### config.mk
export PLATFORM = sky130hd
export DESIGN_NAME = text_console_writer
export DESIGN_NICKNAME = d
export VERILOG_FILES = /design/src/rtl/gpu_pkg.sv /design/src/rtl/text_console_writer.sv
export SDC_FILE = /design/constraint.sdc
export NUM_CORES = 1
export LEC_CHECK = 0
export ABC_AREA = 1
export CAP_MARGIN = 40
export CORE_UTILIZATION = 40
export CTS_CLUSTER_DIAMETER = 60
export DETAILED_ROUTE_END_ITERATION = 16
export HOLD_SLACK_MARGIN = 0.03
export PLACE_DENSITY_LB_ADDON = 0.25
export SYNTH_ARGS = -nofsm -noshare
export SYNTH_HDL_FRONTEND = slang
export SYNTH_SLANG_ARGS = --single-unit
### constraint.sdc
create_clock -name clk -period 7.8 [get_ports clk]
set_clock_uncertainty 0.15 [all_clocks]
set_input_delay 1.56 -clock clk [delete_from_list [all_inputs] [get_ports clk]]
set_output_delay 1.56 -clock clk [all_outputs]
set_load 0.1 [all_outputs]
### src/rtl/gpu_pkg.sv
// gpu_pkg -- constants and types shared by the text display and its writer.
//   COLS_DEF / ROWS_DEF : text screen geometry (80 x 30 character cells)
//   BLANK_DEF           : byte used to clear a cell
//   CH_*                : control codes interpreted by text_console_writer
//   wr_state_e          : text_console_writer FSM states
package gpu_pkg;

   localparam int          COLS_DEF  = 80;
   localparam int          ROWS_DEF  = 30;
   localparam logic [7:0]  BLANK_DEF = 8'h20;

   localparam logic [7:0]  CH_BS = 8'h08;
   localparam logic [7:0]  CH_LF = 8'h0A;
   localparam logic [7:0]  CH_FF = 8'h0C;
   localparam logic [7:0]  CH_CR = 8'h0D;

   typedef enum logic [1:0] {
      ST_IDLE         = 2'd0,
      ST_CLEAR_LINE   = 2'd1,
      ST_CLEAR_SCREEN = 2'd2
   } wr_state_e;

   // Printable ASCII range, space through tilde.
   function automatic logic is_printable(input logic [7:0] c);
      return (c >= 8'h20) && (c <= 8'h7E);
   endfunction

endpackage

### src/rtl/text_console_writer.sv
// text_console_writer -- turns an ASCII byte stream into writes to the 80x30
// text RAM, keeping a cursor and handling BS, LF, CR and FF.
//   clk, rst            : clock, asynchronous active-high reset
//   char_in/char_valid  : byte stream in; accepted when char_valid && char_ready
//   char_ready          : high only in IDLE
//   w_data/w_addr/w_en  : registered text RAM write port, addr = y*COLS + x
//   cursor_x/cursor_y   : current cursor position
//   busy                : a line or screen clear is in progress
module text_console_writer
   import gpu_pkg::*;
#(
   parameter int         COLS  = COLS_DEF,
   parameter int         ROWS  = ROWS_DEF,
   parameter logic [7:0] BLANK = BLANK_DEF
) (
   input  logic        clk,
   input  logic        rst,
   input  logic [7:0]  char_in,
   input  logic        char_valid,
   output logic        char_ready,
   output logic [7:0]  w_data,
   output logic [11:0] w_addr,
   output logic        w_en,
   output logic [6:0]  cursor_x,
   output logic [4:0]  cursor_y,
   output logic        busy
);

   wr_state_e   state_q, state_d;
   logic [6:0]  x_q, x_d;
   logic [4:0]  y_q, y_d;
   logic [11:0] clr_q, clr_d;
   logic        w_en_q, w_en_d;
   logic [11:0] w_addr_q, w_addr_d;
   logic [7:0]  w_data_q, w_data_d;

   logic [4:0]  y_next_s;
   logic [11:0] clr_end_s;
   logic        line_adv_s;

   // Row start address; the default 80-column case is (y<<6)+(y<<4).
   function automatic logic [11:0] row_base(input logic [4:0] y);
      logic [11:0] y12;
      y12 = {7'd0, y};
      if (COLS == 80) begin
         return (y12 << 6) + (y12 << 4);
      end else begin
         return 12'(y12 * 12'(COLS));
      end
   endfunction

   // Next row with wrap to the top (no scrolling).
   assign y_next_s  = (y_q == 5'(ROWS - 1)) ? 5'd0 : y_q + 5'd1;

   // Last address of the clear in progress; cursor_y is stable during a line clear.
   assign clr_end_s = (state_q == ST_CLEAR_SCREEN) ? 12'(COLS * ROWS - 1)
                                                   : row_base(y_q) + 12'(COLS - 1);

   // Next-state, cursor and write-port logic.
   always_comb begin
      state_d    = state_q;
      x_d        = x_q;
      y_d        = y_q;
      clr_d      = clr_q;
      w_en_d     = 1'b0;
      w_addr_d   = w_addr_q;
      w_data_d   = w_data_q;
      line_adv_s = 1'b0;

      case (state_q)
         ST_IDLE: begin
            if (char_valid) begin
               if (is_printable(char_in)) begin
                  w_en_d   = 1'b1;
                  w_addr_d = row_base(y_q) + {5'd0, x_q};
                  w_data_d = char_in;
                  if (x_q < 7'(COLS - 1)) begin
                     x_d = x_q + 7'd1;
                  end else begin
                     x_d        = 7'd0;
                     line_adv_s = 1'b1;
                  end
               end else begin
                  case (char_in)
                     CH_LF: begin
                        x_d        = 7'd0;
                        line_adv_s = 1'b1;
                     end
                     CH_CR: begin
                        x_d = 7'd0;
                     end
                     CH_BS: begin
                        // BS stops at column 0; it never reaches the previous row.
                        if (x_q != 7'd0) begin
                           x_d      = x_q - 7'd1;
                           w_en_d   = 1'b1;
                           w_addr_d = row_base(y_q) + {5'd0, x_q} - 12'd1;
                           w_data_d = BLANK;
                        end else begin
                           x_d = x_q;
                        end
                     end
                     CH_FF: begin
                        x_d     = 7'd0;
                        y_d     = 5'd0;
                        clr_d   = 12'd0;
                        state_d = ST_CLEAR_SCREEN;
                     end
                     default: begin
                        state_d = ST_IDLE;
                     end
                  endcase
               end
               if (line_adv_s) begin
                  y_d     = y_next_s;
                  clr_d   = row_base(y_next_s);
                  state_d = ST_CLEAR_LINE;
               end else begin
                  y_d = y_d;
               end
            end else begin
               state_d = ST_IDLE;
            end
         end
         ST_CLEAR_LINE, ST_CLEAR_SCREEN: begin
            w_en_d   = 1'b1;
            w_addr_d = clr_q;
            w_data_d = BLANK;
            // Stop on the end address rather than letting the counter wrap.
            if (clr_q == clr_end_s) begin
               state_d = ST_IDLE;
            end else begin
               clr_d = clr_q + 12'd1;
            end
         end
         default: begin
            state_d = ST_IDLE;
         end
      endcase
   end

   // State, cursor, clear counter and write-port registers.
   always_ff @(posedge clk or posedge rst) begin
      if (rst) begin
         state_q  <= ST_IDLE;
         x_q      <= 7'd0;
         y_q      <= 5'd0;
         clr_q    <= 12'd0;
         w_en_q   <= 1'b0;
         w_addr_q <= 12'd0;
         w_data_q <= 8'd0;
      end else begin
         state_q  <= state_d;
         x_q      <= x_d;
         y_q      <= y_d;
         clr_q    <= clr_d;
         w_en_q   <= w_en_d;
         w_addr_q <= w_addr_d;
         w_data_q <= w_data_d;
      end
   end

   assign char_ready = (state_q == ST_IDLE);
   assign busy       = (state_q != ST_IDLE);
   assign cursor_x   = x_q;
   assign cursor_y   = y_q;
   assign w_en       = w_en_q;
   assign w_addr     = w_addr_q;
   assign w_data     = w_data_q;

endmodule

Yosys cells after proc, flatten, opt, wreduce, memory -nomap -nowiden
Index checks and enable logic that the tools add are counted.
{ "totals": {"register_bits": 47, "inputBits": 11, "output_inout_bits": 35} }
{ "op_classes": {"n_eq_ne": 19, "magnitude_cmp": 3, "reduce_logical": 15, "n_addsub": 10, "mux": 49} }
{ "op_table": {"columns": ["cell", "count"], "rows": [
  ["$mux 12", 18],
  ["$pmux 12 s2", 2],
  ["$eq 8x4->1 const B", 4],
  ["$mux 8", 4],
  ["$add 11x9->12", 2],
  ["$add 12x7->12", 2],
  ["$mux 7", 3],
  ["$mux 5", 4],
  ["$pmux 8 s2", 1],
  ["$pmux 7 s2", 1],
  ["$add 12x1->12 const B", 1],
  ["$add 12x7->12 const B", 1],
  ["$eq 12x12->1", 1],
  ["$reduce_and 4->1", 3],
  ["$sub 12x1->12 const B", 1],
  ["$mux 1", 9],
  ["$ne 3x1->1 const B", 3],
  ["$ge 8x6->1 const B", 1],
  ["$le 8x7->1 const B", 1],
  ["$mux 2", 4],
  ["$ne 4x3->1 const B", 2],
  ["$pmux 2 s2", 2],
  ["$add 7x1->7 const B", 1],
  ["$lt 7x7->1 const B", 1],
  ["19 further kinds", 24]
]} }

Longest topological paths before layout
{ "logic_depth": {"word_depth": 13, "depth_mapped": 21} }

Worst setup path after synthesis
OpenSTA, ideal clock, no wires.
{ "synth_timing": {"kind": "register to output", "startpoint": "register state_q[0]", "endpoint": "output port busy", "path_buffers": 0, "setup_slack_ps": 4016, "required_time_ps": 6090, "path_stages_with_launch": 4, "t_arrival_ps": 2074, "cell_sequence": "dfrtp_1 -> inv_1 -> ha_1 -> inv_1"} }
{ "synth_via": {"elab_chain_cells": 1} }
{ "synth_rtl": {"columns": ["item", "line_no", "source"], "rows": [
  ["start: declaration", "text_console_writer.sv:29", "wr_state_e state_q, state_d;"],
  ["start signal: assignment", "text_console_writer.sv:153", "state_q <= state_d;"],
  ["$reduce_bool 2->1", "text_console_writer.sv:164", "assign busy = (state_q != ST_IDLE);"],
  ["end: declaration", "text_console_writer.sv:26", "output logic busy"]
]} }
Every way passes these cells.

Final worst setup path
{ "layout_timing": {"startpoint": "input port char_in[5]", "endpoint": "register clr_q[9]"} }
{ "layout_via": {"elab_chain_cells": 8, "word_cells_on_any_way": 15, "cone_classes": "order compare (2); eq/ne (4); mux (7); reduce/logical (2)"} }
{ "layout_rtl": {"columns": ["item", "line_no", "source"], "rows": [
  ["start: declaration", "text_console_writer.sv:18", "input logic [7:0] char_in,"],
  ["$ge 8x6->1 (tied with other cells)", "gpu_pkg.sv:25", "return (c >= 8'h20) && (c <= 8'h7E);"],
  ["$logic_and 1x1->1 or $mux 1 (tied branches)", "gpu_pkg.sv:25, text_console_writer.sv:84", null],
  ["$mux 1", "text_console_writer.sv:73", "if (is_printable(char_in)) begin"],
  ["$mux 1", "text_console_writer.sv:72", "if (char_valid) begin"],
  ["$mux 1", "text_console_writer.sv:70", "case (state_q)"],
  ["$mux 12", "text_console_writer.sv:114", "if (line_adv_s) begin"],
  ["$mux 12", "text_console_writer.sv:72", null],
  ["$pmux 12 s2", "text_console_writer.sv:70", null],
  ["end signal: assignment", "text_console_writer.sv:156", "clr_q <= clr_d;"],
  ["end: declaration", "text_console_writer.sv:32", "logic [11:0] clr_q, clr_d;"]
]} }
Several ways; a longest one is shown, not always the timed one. The select of a mux whose other input is x is not followed.
A chain may end at the register's enable or synchronous reset.

==> qor.yml <==
status: "finished clean"
portBuffers: 45
worst_pin_slew_ps: 694
vias_per_cell: 5.21
crit_chain: "clkdlybuf4s50_1 > nor2_2 > nor2_1 > nand2_1 > nand3_1 > nand3_2 > a21oi_2 > nand2_2 > nand2_1 > nand2_1"
cp_top_family: "simple AND/OR/NAND/NOR gates"
power.density_nw_per_um2: 369
area_growth_syn_to_layout_pct: 27.3
post-place-cells: 838
syn-instance-count: 636
diodes: 0
synth-seq-cells: 47
period_minus_slack_ps: 3790
vias: 4404
path_buf_inv: 1
clk_latency_ps: 310
cts-resized-gates: 0
synthXorXnorAreaFrac_pct: 3.25
dieArea_um2: 11200
cp_slowest_cell: "clkdlybuf4s50_1"
ys.flop_type: "dfrtp_1"
layout_commonest_cell: "nand2_1"
wl_per_cell_um: 14.1
rsz0062_at_grt: "false"
cp_max_fo: 13
die_y_um: 106
hold_path.class: "flip-flop to flip-flop"
grt_overflow_total: 0
syn_area_um2: 4320
dpl.hpwl_mm: 9.50
setup_tns_ps: 0
core_area_um2: 10400
synth_edf_count: 0
die_w_um: 106
crit_type: "input pin to flip-flop"
setup.worst_path.end_class: "flip-flop"
synth_top_area_cell: "dfrtp_1"
fin_crit_sh_pct: 48.6
worst-path-stages: 10
ir_drop_v: 0.000289
grt_max_degree: 37
grt_pass1_vias: 4032
cts.hold.buffers_added: 0
initial_core_util_pct: 41.5
synthMuxAreaShare_pct: 0
avgSynthCellArea_um2: 6.79
slew-limit-headroom_pct: 53.7
drt_pre_antenna_iters: 5
first_iter_violations: 310
clockBufferDepth: 2
p_leak_nw: 2.73
seq_area_frac_synth_pct: 27.2
synthTopCellsByArea: "dfrtp_1, nand2_1, ha_1"
layout_common_cells: "nand2_1, inv_1, nand3_1, dfrtp_1, clkdlybuf4s50_1"
antenna_found_initial: 0
cts_tree: "yes"
yosys.area.top_type_share_pct: 27.2
cts_made_buffers: 5
ant_nets: 0
multi_input_comb_area_um2: 2710
syn-num-nets: 691
hold_viol_final: 0
root_buffer: "clkbuf_8"
cp.arrival_ps: 3830
drv_slew: 0
startpoint_type: "input pin"
hold_depth: 2
r2r_cells: 20
drt_wl_total_mm: 11.9
grt_pass1_wl_mm: 19.7
drcViolationCount: 0
max_stage_delay_ps: 520
synth_cell_type_count: 38
cts_setup_buffers: 0
fmax_mhz: 264
track_usage_pct: 21.8
synth_compound_area_share_pct: 13.7
num_io_pins: 46
synthAdderAreaFrac_pct: 13.4
setup_violations: 0
synthArstFlopShare_pct: 100
cpMostUsedCell: "nand2_1"
synth_warnings: 0
seq_area_um2: 1180
synthSimpleGateAreaFrac_pct: 32.3
cp.required_ps: 7840
synth_top_family_by_area: "simple AND/OR/NAND/NOR gates"
drive_gt1_share_pct: 9.86
fill_cells: 969
layout.cells.non_filler: 846
place.gp.congestion: 0.938
cts.sinks: 47
max_cap_viol_count: 0
row_count: 37
rrSetupSlack_ps: 4290
fin_nets: 764
clk_pin_slew_worst_paths_ps: 100
htree_levels: 2
-- metal layers --
metal / routed length (um) / track usage, %
met4: 202 / 5.56
met5: 0 / 0
met2: 5420 / 35.0
met3: 579 / 2.02
met1: 5730 / 31.6
-- cell type report --
class                      instances  share of cell area [%]
multi-input combinational        483                    49.2
sequential                        47                    21.4
timing repair buffer              81                    18.3
inverter                          91                    6.26
tap                              136                    3.10
clock buffer                       5                    1.25
clock inverter                     3                   0.410
-- per-stage QoR --
stage / setup slack, ps / hold WS (ps) / util [%] / area (um2) / total power, mW
final: 4010 / 335 / 52.8 / 5500 / 2.03
after detailed placement: 3730 / 310 / 51.9 / 5410 / 1.86
after floorplan: 4020 / 319 / - / 4320 / 1.36
after CTS: 4040 / 335 / 52.8 / 5500 / 2.02
after global routing: 3780 / 365 / 52.8 / 5500 / 2.17
after global placement: 3840 / 298 / 46.5 / 4850 / 1.66
-- cell usage after synthesis (3+ instances only) --
cell,count
a21oi_1,34
clkbuf_1,3
o211ai_1,6
nand2_1,171
buf_2,6
o21ai_0,39
inv_1,85
inv_2,5
nor2_1,40
nor3_1,6
o22ai_1,7
nor2_2,4
a31oi_1,3
dfrtp_1,47
xnor2_1,8
o31ai_1,4
ha_1,40
fa_1,4
xor2_1,8
nand4_1,14
buf_4,3
nand2_2,5
nand3_1,73
-- state kept, by name, indices dropped and copies added (netlist names) --
name / flops
clr_q: 12
cursor_x: 7
cursor_y: 5
state_q: 2
w_addr: 12
w_data: 8
w_en: 1
-- worst reg2reg max path: stages, from the launching register on --
cell     delay [ps]
dfrtp_1         580
ha_1            350
fa_1            430
inv_1            70
nand2_1          80
nand2_2         120
inv_1            90
ha_1            230
nand2_1          90
inv_1            60
nand2_1          70
inv_1            40
nand3_1         100
nand3_1          90
nand2_1          60
nand2_1          70
nor2_2          110
nand3_2         210
nand2_2         290
nand2_1          90
nand2_1          60
-- where the power goes --
part           switching, mW  internal (mW)
combinational          0.962          0.515
sequential            0.0900          0.308
clock                 0.0914         0.0644
total                   1.14          0.888
-- logic make-up (layout without fill, tap and decap cells) --
kind of cell | count (synthesis) | in the layout
AND/OR/NAND/NOR | 320 | 320
buffers and inverters | 106 | 180
AO/OA/AOI/OAI | 103 | 103
flip-flops | 47 | 47
adder cells (fa/ha/maj) | 44 | 44
XOR/XNOR | 16 | 16
-- worst paths after layout --
kind,from,endpoint
min in group asynchronous,rst,cursor_y[1]
hold reg to reg,w_data[5],w_data[5]
hold / removal,w_data[5],w_data[5]
max in group asynchronous,rst,clr_q[5]
setup reg to reg,cursor_y[0],clr_q[9]
setup / recovery,char_in[5],clr_q[9]
Power figures use the tool's default switching activity.
